==> src/rtl/lsu_rv32.sv <==
// RV32I load/store unit: byte-lane steering for stores, lane extraction and
// sign/zero extension for loads, behind a req/ready word-addressed memory port.
module lsu_rv32 #(
  parameter int WIDTH          = 32,
  parameter int TIMEOUT_CYCLES = 255
) (
  input  logic             clk,
  input  logic             rst_n,
  input  logic             req_valid,
  input  logic             req_we,
  input  logic [2:0]       req_funct3,
  input  logic [WIDTH-1:0] addr,
  input  logic [WIDTH-1:0] wdata,
  output logic             stall,
  output logic             done,
  output logic [WIDTH-1:0] rdata,
  output logic             misaligned,
  output logic             access_fault,
  output logic             mem_req,
  output logic             mem_we,
  output logic [WIDTH-1:0] mem_addr,
  output logic [3:0]       mem_wstrb,
  output logic [WIDTH-1:0] mem_wdata,
  input  logic             mem_ready,
  input  logic [WIDTH-1:0] mem_rdata
);

  localparam int CNT_W = $clog2(TIMEOUT_CYCLES + 1);

  localparam logic [2:0] F3_B  = 3'b000;
  localparam logic [2:0] F3_H  = 3'b001;
  localparam logic [2:0] F3_W  = 3'b010;
  localparam logic [2:0] F3_BU = 3'b100;
  localparam logic [2:0] F3_HU = 3'b101;

  typedef enum logic [1:0] {IDLE, BUSY, DONE, EXC} state_e;

  state_e           state_q;
  logic [CNT_W-1:0] cnt_q;
  logic             we_q;
  logic [2:0]       funct3_q;
  logic [1:0]       off_q;

  logic             done_q, misaligned_q, access_fault_q;
  logic             mem_req_q, mem_we_q;
  logic [WIDTH-1:0] mem_addr_q, mem_wdata_q, rdata_q;
  logic [3:0]       mem_wstrb_q;

  logic             illegal;
  logic [3:0]       st_strb;
  logic [WIDTH-1:0] st_wdata;
  logic [7:0]       ld_byte;
  logic [15:0]      ld_half;
  logic [WIDTH-1:0] ld_data;

  // NOTE: every signal assigned in always_comb gets a default first, so no path leaves it unassigned and infers a latch.
  always_comb begin
    illegal = 1'b0;
    case (req_funct3)
      F3_B, F3_BU: illegal = 1'b0;
      F3_H, F3_HU: illegal = addr[0];
      F3_W:        illegal = |addr[1:0];
      default:     illegal = 1'b1;
    endcase
    if (req_we && req_funct3[2]) illegal = 1'b1;
  end

  always_comb begin
    st_strb  = 4'b1111;
    st_wdata = wdata;
    case (req_funct3[1:0])
      2'b00: begin
        st_strb  = 4'b0001 << addr[1:0];
        st_wdata = {4{wdata[7:0]}};
      end
      2'b01: begin
        st_strb  = 4'b0011 << {addr[1], 1'b0};
        st_wdata = {2{wdata[15:0]}};
      end
      default: ;
    endcase
  end

  assign ld_byte = mem_rdata[{off_q, 3'b000} +: 8];
  assign ld_half = mem_rdata[{off_q[1], 4'b0000} +: 16];

  always_comb begin
    ld_data = mem_rdata;
    case (funct3_q)
      F3_B:    ld_data = {{(WIDTH-8){ld_byte[7]}}, ld_byte};
      F3_BU:   ld_data = {{(WIDTH-8){1'b0}}, ld_byte};
      F3_H:    ld_data = {{(WIDTH-16){ld_half[15]}}, ld_half};
      F3_HU:   ld_data = {{(WIDTH-16){1'b0}}, ld_half};
      default: ld_data = mem_rdata;
    endcase
  end

  // NOTE: sequential state uses non-blocking assignments so every register samples pre-edge values.
  // NOTE: all control and output registers reset so no spurious request or pulse leaves reset.
  always_ff @(posedge clk or negedge rst_n) begin
    if (!rst_n) begin
      state_q        <= IDLE;
      cnt_q          <= '0;
      we_q           <= 1'b0;
      funct3_q       <= 3'b000;
      off_q          <= 2'b00;
      done_q         <= 1'b0;
      misaligned_q   <= 1'b0;
      access_fault_q <= 1'b0;
      mem_req_q      <= 1'b0;
      mem_we_q       <= 1'b0;
      mem_addr_q     <= '0;
      mem_wstrb_q    <= 4'b0000;
      mem_wdata_q    <= '0;
      rdata_q        <= '0;
    end else begin
      done_q         <= 1'b0;
      misaligned_q   <= 1'b0;
      access_fault_q <= 1'b0;
      case (state_q)
        IDLE: begin
          if (req_valid) begin
            if (illegal) begin
              state_q      <= EXC;
              misaligned_q <= 1'b1;
            end else begin
              state_q     <= BUSY;
              cnt_q       <= '0;
              we_q        <= req_we;
              funct3_q    <= req_funct3;
              off_q       <= addr[1:0];
              mem_req_q   <= 1'b1;
              mem_we_q    <= req_we;
              mem_addr_q  <= {addr[WIDTH-1:2], 2'b00};
              mem_wstrb_q <= req_we ? st_strb : 4'b0000;
              mem_wdata_q <= st_wdata;
            end
          end
        end
        BUSY: begin
          cnt_q <= cnt_q + 1'b1;
          // Ready wins over timeout when both land in the last allowed cycle.
          if (mem_ready) begin
            state_q     <= DONE;
            done_q      <= 1'b1;
            rdata_q     <= we_q ? '0 : ld_data;
            mem_req_q   <= 1'b0;
            mem_we_q    <= 1'b0;
            mem_wstrb_q <= 4'b0000;
          end else if (cnt_q == CNT_W'(TIMEOUT_CYCLES - 1)) begin
            state_q        <= EXC;
            access_fault_q <= 1'b1;
            mem_req_q      <= 1'b0;
            mem_we_q       <= 1'b0;
            mem_wstrb_q    <= 4'b0000;
          end
        end
        DONE:    state_q <= IDLE;
        EXC:     state_q <= IDLE;
        default: state_q <= IDLE;
      endcase
    end
  end

  // The core must freeze in the same cycle it presents a load/store.
  assign stall = (state_q == IDLE) ? req_valid : (state_q == BUSY);

  assign done         = done_q;
  assign rdata        = rdata_q;
  assign misaligned   = misaligned_q;
  assign access_fault = access_fault_q;
  assign mem_req      = mem_req_q;
  assign mem_we       = mem_we_q;
  assign mem_addr     = mem_addr_q;
  assign mem_wstrb    = mem_wstrb_q;
  assign mem_wdata    = mem_wdata_q;

endmodule

==> config.mk <==
export PLATFORM = sky130hd
export DESIGN_NAME = lsu_rv32
export DESIGN_NICKNAME = d
export VERILOG_FILES = /design/src/rtl/lsu_rv32.sv
export SDC_FILE = /design/constraint.sdc
export NUM_CORES = 1
export LEC_CHECK = 0
export BUFFER_PORTS_ARGS = -buffer_cell sky130_fd_sc_hd__buf_2
export CAP_MARGIN = 20
export CORE_MARGIN = 2
export CORE_UTILIZATION = 53
export DETAILED_ROUTE_END_ITERATION = 10
export GPL_ROUTABILITY_DRIVEN = 0
export GPL_TIMING_DRIVEN = 0
export PLACE_DENSITY = 0.86
export SLEW_MARGIN = 20
export SYNTH_ARGS = -nofsm -noshare
export SYNTH_HDL_FRONTEND = slang
export SYNTH_SLANG_ARGS = --single-unit
==> constraint.sdc <==
create_clock -name clk -period 4.7 [get_ports clk]
set_input_delay 0.94 -clock clk [delete_from_list [all_inputs] [get_ports clk]]
set_output_delay 0.94 -clock clk [all_outputs]
set_load 0.005 [all_outputs]
==> results of run 1 <==
worst max-delay path by stage:
stage	from	to	cells past startpoint
after floorplan	addr[1]	cnt_q[7]$_DFFE_PN0P_	4
after global placement	rst_n	mem_wdata[23]$_DFFE_PN0P_	1
after detailed placement	addr[1]	mem_wdata[1]$_DFFE_PN0P_	6
after CTS	req_valid	stall	3
after global routing	state_q[1]$_DFFE_PN0P_	stall	2
final	req_valid	stall	3
worst reg2reg max path: stages (launching register included):
cell and delay [ps]:
dfrtp_1 440, nand3b_1 340, nor2_1 240, and2_1 150, clkbuf_1 260, buf_2 280
a221o_1 190
registers in the layout, summed over array words and instances, names as in the netlist, 2 cells and up:
name and flops:
mem_wdata 32, rdata 32, mem_addr 30, cnt_q 8, mem_wstrb 4, funct3_q 3
off_q 2, state_q 2
through the flow:
step           hold slack (ps)  worst slack (ps)  utilization (%)  total power [uW]  cell area, sq um
2_1_floorplan              462              2570                -              2600              5470
4_1_cts                    446              2310             71.5              4610              7280
3_5_place_dp               457              2180             65.9              3360              6710
6_report                   428              2310             71.5              4600              7280
5_1_grt                    468              2280             71.5              4900              7280
3_3_place_gp               456              1330             65.6              3260              6680
cells by family (layout without fill, tap and decap cells):
group	after synthesis	in the layout
compound gates	129	129
fa+ha+maj	2	2
buf+inv	45	285
flops	119	119
mux	34	34
other cells	1	2
simple gates	233	233
power by group through the flow:
stage               clock network, uW  registers [uW]  logic [uW]
finish                           1240            1760        1600
global route                     1300            1810        1790
CTS                              1250            1750        1610
detailed placement                  0            1760        1600
global placement                    0            1740        1530
floorplan                           0            1770         825
metal layers:
| metal | wire length, um | up-vias | GRT usage [%] |
|---|---|---|---|
| li1 | - | 2417 | - |
| met1 | 5940 | 2493 | 34.7 |
| met2 | 7530 | 267 | 46.8 |
| met3 | 1540 | 36 | 9.71 |
| met4 | 416 | 0 | 11.7 |
| met5 | 0 | - | 0 |
final cells by class:
class	count	area [sq um]	share of cell area (%)
clock inverters	15	154	2.11
well taps	136	170	2.34
inverters	9	33.8	0.464
clock buffers	17	414	5.69
multi-input cells	400	2300	31.6
flip-flops and latches	119	2980	40.9
repair buffers	208	1070	14.7
plain buffers	36	158	2.16
layout by cell type, fill, tap and decap left out, drive strengths merged, types with 3 or more instances in the layout:
| cell | n |
|---|---|
| buf | 219 |
| nand2 | 173 |
| dfrtp | 119 |
| clkbuf | 42 |
| o21ai | 39 |
| mux2i | 31 |
| a21oi | 27 |
| nor2 | 20 |
| a221o | 18 |
| inv | 12 |
| o22ai | 8 |
| nor2b | 8 |
| a22o | 8 |
| nand2b | 6 |
| clkinv | 6 |
| o221ai | 5 |
| nand3 | 4 |
| nor3 | 4 |
| clkinvlp | 4 |
| o31ai | 4 |
| a31oi | 4 |
| nor3b | 3 |
| o2bb2ai | 3 |
| and2 | 3 |
| o211ai | 3 |
==> flow_summary.json, run 1 <==
{
  "status": "finished, final reports clean",
  "synthMuxAreaShare_pct": 6.70,
  "synth_top_family_by_area": "simple AND/OR/NAND/NOR gates",
  "grt_max_degree": 70,
  "clk_pin_slew_ps": 60,
  "vias": 5213,
  "period_needed_ps": 2390,
  "synth.most_common_cell": "nand2_1",
  "cp-end-kind": "output port",
  "final.setup_skew_ps": 7.07,
  "synth_cells": 563,
  "antenna_found_initial": 1,
  "ir_drop_mv": 0.358,
  "crit_family": "buffers and inverters",
  "cts-resized-gates": 0,
  "num_rows": 37,
  "clk_latency_ps": 520,
  "cp_cell_sequence": "buf_2 -> o21ba_2 -> buf_2",
  "post_cts_buffers": 0,
  "hpwl_um": 11600,
  "synthAdderAreaFrac_pct": 0.457,
  "yosysTopAreaCellShare_pct": 54.4,
  "syn2layout_area_growth_pct": 33.1,
  "syn-cell-area_sq_um": 5470,
  "port_buffers": 207,
  "clk_path_buf_depth": 2,
  "grt_pass1_wl_um": 25100,
  "clkPwrFrac_pct": 27.0,
  "power.density_nw_per_um2": 631,
  "first_pass_iters": 5,
  "synthFlopType": "dfrtp_1",
  "routed_wl_um": 15400,
  "initial_core_util_pct": 53.7,
  "slew_headroom_pct": 44.6,
  "critPathSlowestCell": "o21ba_2",
  "power.internal_uw": 2970,
  "nNetsFinal": 897,
  "fillers": 766,
  "cp.buffers_inverters": 2,
  "synth_area_leader_cell": "dfrtp_1",
  "worst_slew_pin_slew_ps": 829,
  "via_per_inst": 5.55,
  "numCtsBuffers": 17,
  "setup_violations": 0,
  "die_h_um": 106,
  "finalHoldViolCount": 0,
  "grt.overflow.total": 0,
  "drv.max_cap_violation_count": 0,
  "drc_errors": 0,
  "first_global_vias": 5222,
  "async_flop_share_pct": 100,
  "die_area_sq_um": 11200,
  "rsz0062_at_grt": "no",
  "r2r_cells": 6,
  "instances_no_fill": 940,
  "cts-hold-fix-buffers": 0,
  "synth_cell_types": 48,
  "cts_tree": "done",
  "p_comb_share_pct": 34.8,
  "dp.cells": 908,
  "fin_crit_sh_pct": 50.8,
  "critPathMostFrequentCell": "buf_2",
  "synth.avg_cell_area_sq_um": 9.72,
  "yosys.area_share.simple_pct": 18.2,
  "postRouteAntennaNets": 0,
  "seqPwrFrac_pct": 38.2,
  "wl_per_cell_um": 16.4,
  "coreArea_sq_um": 10200,
  "switching_share_pct": 35.4,
  "arrival_ps": 1450,
  "synth_commonest_cells": "nand2_1, dfrtp_1, o21ai_0, mux2i_1, a21oi_1",
  "drv_slew": 0,
  "p_sw_uw": 1630,
  "synthTopCellsByArea": "dfrtp_1, nand2_1, mux2i_1",
  "rr_startpoint": "state_q[1]$_DFFE_PN0P_",
  "critPathMaxFanout": 5,
  "critPathMaxStageDelay_ps": 230,
  "cts_max_level": 4,
  "path_class": "primary input to output port",
  "synth_xor_area_share_pct": 0,
  "max_freq_mhz": 419,
  "die_w_um": 106,
  "synth_compound_area_share_pct": 16.7,
  "num_antenna_cells": 0,
  "drive_gt1_share_pct": 32.5,
  "critPathRequiredTime_ps": 3760,
  "r2r_slack_ps": 2750,
  "finalSetupTns_ps": 0,
  "yosys_warnings": 0,
  "synth.yosys.seq_area_share_pct": 54.4,
  "synth-edff-count": 0,
  "drt-initial-drc-count": 292,
  "io_pins": 210,
  "grt_usage_pct": 28.6,
  "min_path_type": "primary input to async pin",
  "startpoint_type": "primary input",
  "r2r-end": "rdata[24]$_DFFE_PN0P_",
  "clkSinkCount": 119,
  "root_buffer": "clkbuf_8",
  "p_leak_uw": 0.00388,
  "ys_ff_latch": 119
}
(Power assumes the default switching activity.)
==> run 2, diff against run 1 <==
Settings changed: ABC_AREA set to 1, CORE_UTILIZATION 53 to 45, PLACE_DENSITY 0.86 to 0.77.
Clock period 4.7 ns to 1.91 ns, I/O delays scaled along.
==> run 2 against run 1 <==
Compared with the run above: count of clock-buffer cells in the layout up 3; clock power rose to 2.6 times the previous value; synthesized area up 5.9%; die area up 24%; setup slack worse by 2100 ps; critical path depth unchanged; sequential power up 140%; critical endpoint unchanged; largest cell class unchanged; largest power group unchanged; highest routed layer unchanged.
==> flow_summary.json, run 2 <==
{
  "status": "finished, final reports clean",
  "r2r-end": "mem_wstrb[1]$_DFFE_PN0P_",
  "synthTopCellsByArea": "dfrtp_1, nand2_1, inv_1",
  "via_per_inst": 4.91,
  "r2r_slack_ps": 370,
  "critPathRequiredTime_ps": 1530,
  "hp-start": "addr[31]",
  "synthFlopType": "dfrtp_1",
  "max_freq_mhz": 604,
  "drt-initial-drc-count": 430,
  "setup_violations": 0,
  "r2r_cells": 9,
  "cp-end-kind": "output port",
  "drc_errors": 0,
  "dp.cells": 1119,
  "fillers": 1161,
  "post_cts_buffers": 0,
  "final_cell_mix": "nand2_1, buf_2, dfrtp_1",
  "startpoint_type": "flip-flop",
  "numCtsBuffers": 17,
  "synth.yosys.seq_area_share_pct": 51.4,
  "rr_startpoint": "cnt_q[0]$_DFFE_PN0P_",
  "clkSinkCount": 119,
  "first_global_vias": 5637,
  "holdPathEnd": "mem_addr[31]$_DFFE_PN0P_",
  "yosysTopAreaCellShare_pct": 51.4,
  "grt.overflow.total": 0,
  "synth.most_common_cell": "nand2_1",
  "finalPower_uw": 11800,
  "num_rows": 41,
  "final_common_cell": "nand2_1",
  "yosys_warnings": 0,
  "slew_headroom_pct": 61.5,
  "arrival_ps": 1270,
  "clk_pin_slew_ps": 60,
  "worst_slew_pin_slew_ps": 575,
  "synth_area_leader_cell": "dfrtp_1",
  "period_needed_ps": 1660,
  "hpwl_um": 12400,
  "wl_per_cell_um": 14.5,
  "synth_cells": 739,
  "critPathMaxFanout": 4,
  "path_class": "flip-flop to output port",
  "nNetsFinal": 1073,
  "cts_tree": "done",
  "syn2layout_area_growth_pct": 32.8,
  "p_leak_uw": 0.00442,
  "ir_drop_mv": 0.821,
  "ys_ff_latch": 119,
  "fin_util_pct": 61.2,
  "die_w_um": 117,
  "synth-edff-count": 0,
  "synth_commonest_cells": "nand2_1, dfrtp_1, inv_1, o21ai_1, a21oi_1",
  "io_pins": 210,
  "finalHoldViolCount": 0,
  "min_path_type": "primary input to flip-flop",
  "coreArea_sq_um": 12600,
  "drv.max_cap_violation_count": 0,
  "vias": 5659,
  "die_h_um": 117,
  "first_pass_iters": 5,
  "port_buffers": 206,
  "instances_no_fill": 1152,
  "clk_path_buf_depth": 2,
  "initial_core_util_pct": 46.1,
  "async_flop_share_pct": 100,
  "routed_wl_um": 16700,
  "grt_pass1_wl_um": 27600,
  "whs_ps": 184,
  "antenna_found_initial": 0,
  "cts_max_level": 4,
  "grt_max_degree": 67,
  "final.setup_skew_ps": 5.90,
  "grt_usage_pct": 25.4,
  "power.density_nw_per_um2": 1530,
  "clk_latency_ps": 420,
  "cts-resized-gates": 0,
  "syn-cell-area_sq_um": 5790,
  "synth.avg_cell_area_sq_um": 7.84,
  "fin_crit_sh_pct": 86.7,
  "postRouteAntennaNets": 0,
  "synth_cell_types": 31,
  "whs_path_depth": 3,
  "drive_gt1_share_pct": 28.2,
  "rsz0062_at_grt": "no",
  "root_buffer": "clkbuf_16",
  "die_area_sq_um": 13800,
  "drv_slew": 0,
  "num_antenna_cells": 0
}
run 2: what timing repair did:
| action | 4_1_cts | 5_1_grt |
|---|---|---|
| hold endpoints to repair | 53 | 0 |
| hold buffers | 1 | 0 |
| endpoints found under the setup margin | 0 | 0 |
run 2: how the worst max path moves through the flow:
stage	from	end	slack [ps]
after floorplan	req_funct3[1]	mem_wdata[12]$_DFFE_PN0P_	600
after global placement	rst_n	mem_wdata[14]$_DFFE_PN0P_	-1100
after detailed placement	req_funct3[0]	mem_wdata[18]$_DFFE_PN0P_	220
after CTS	state_q[0]$_DFFE_PN0P_	stall	220
after global routing	state_q[0]$_DFFE_PN0P_	stall	180
final	state_q[0]$_DFFE_PN0P_	stall	250
run 2: through the flow:
| stage | setup WS (ps) | area [sq um] | TNS (ps) |
|---|---|---|---|
| 2_1_floorplan | 605 | 5790 | 0 |
| 3_3_place_gp | -1100 | 7040 | -128980 |
| 3_5_place_dp | 222 | 7070 | 0 |
| 4_1_cts | 221 | 7690 | 0 |
| 5_1_grt | 184 | 7690 | 0 |
| 6_report | 254 | 7690 | 0 |
run 2: kinds of logic after synthesis:
| logic type | Yosys count | synth area share, % |
|---|---|---|
| and+or+nand+nor | 327 | 23.1 |
| AOI/OAI and AO/OA | 161 | 14.2 |
| DFF | 119 | 51.4 |
| adders and majority gates | 2 | 0.432 |
| buffers and inverters | 129 | 10.7 |
| other | 1 | 0.0648 |
run 2: final cells by class:
type,count,area [sq um],share of cell area [%]
clock inverters,12,151,1.97
multi-input cells,492,2190,28.5
repair buffers,208,1070,14.0
inverters,93,354,4.60
clock buffers,20,457,5.94
flip-flops and latches,119,2980,38.7
well taps,172,215,2.80
plain buffers,36,268,3.48
run 2: power breakdown:
group          total [uW]  leakage, uW  switching [uW]  internal [uW]
sequential           4310      0.00152             666           3640
clock                3280     0.000284            1170           2110
combinational        4220      0.00262            2430           1790
total               11800      0.00442            4260           7540
run 2: metal layers:
layer / wire length (um) / track usage (%) / vias up / share of wire (%)
met4: 314 / 8.96 / 0 / 1.9
met1: 6840 / 30.3 / 2599 / 41
met2: 8090 / 42.7 / 243 / 48
li1: - / - / 2791 / -
met5: 0 / 0 / - / 0
met3: 1500 / 8.80 / 26 / 9.0
run 2: worst max-delay path, stage by stage, from the launching register on:
cell and delay, ps:
dfrtp_1 410, o21ai_0 230, inv_1 90, buf_2 130
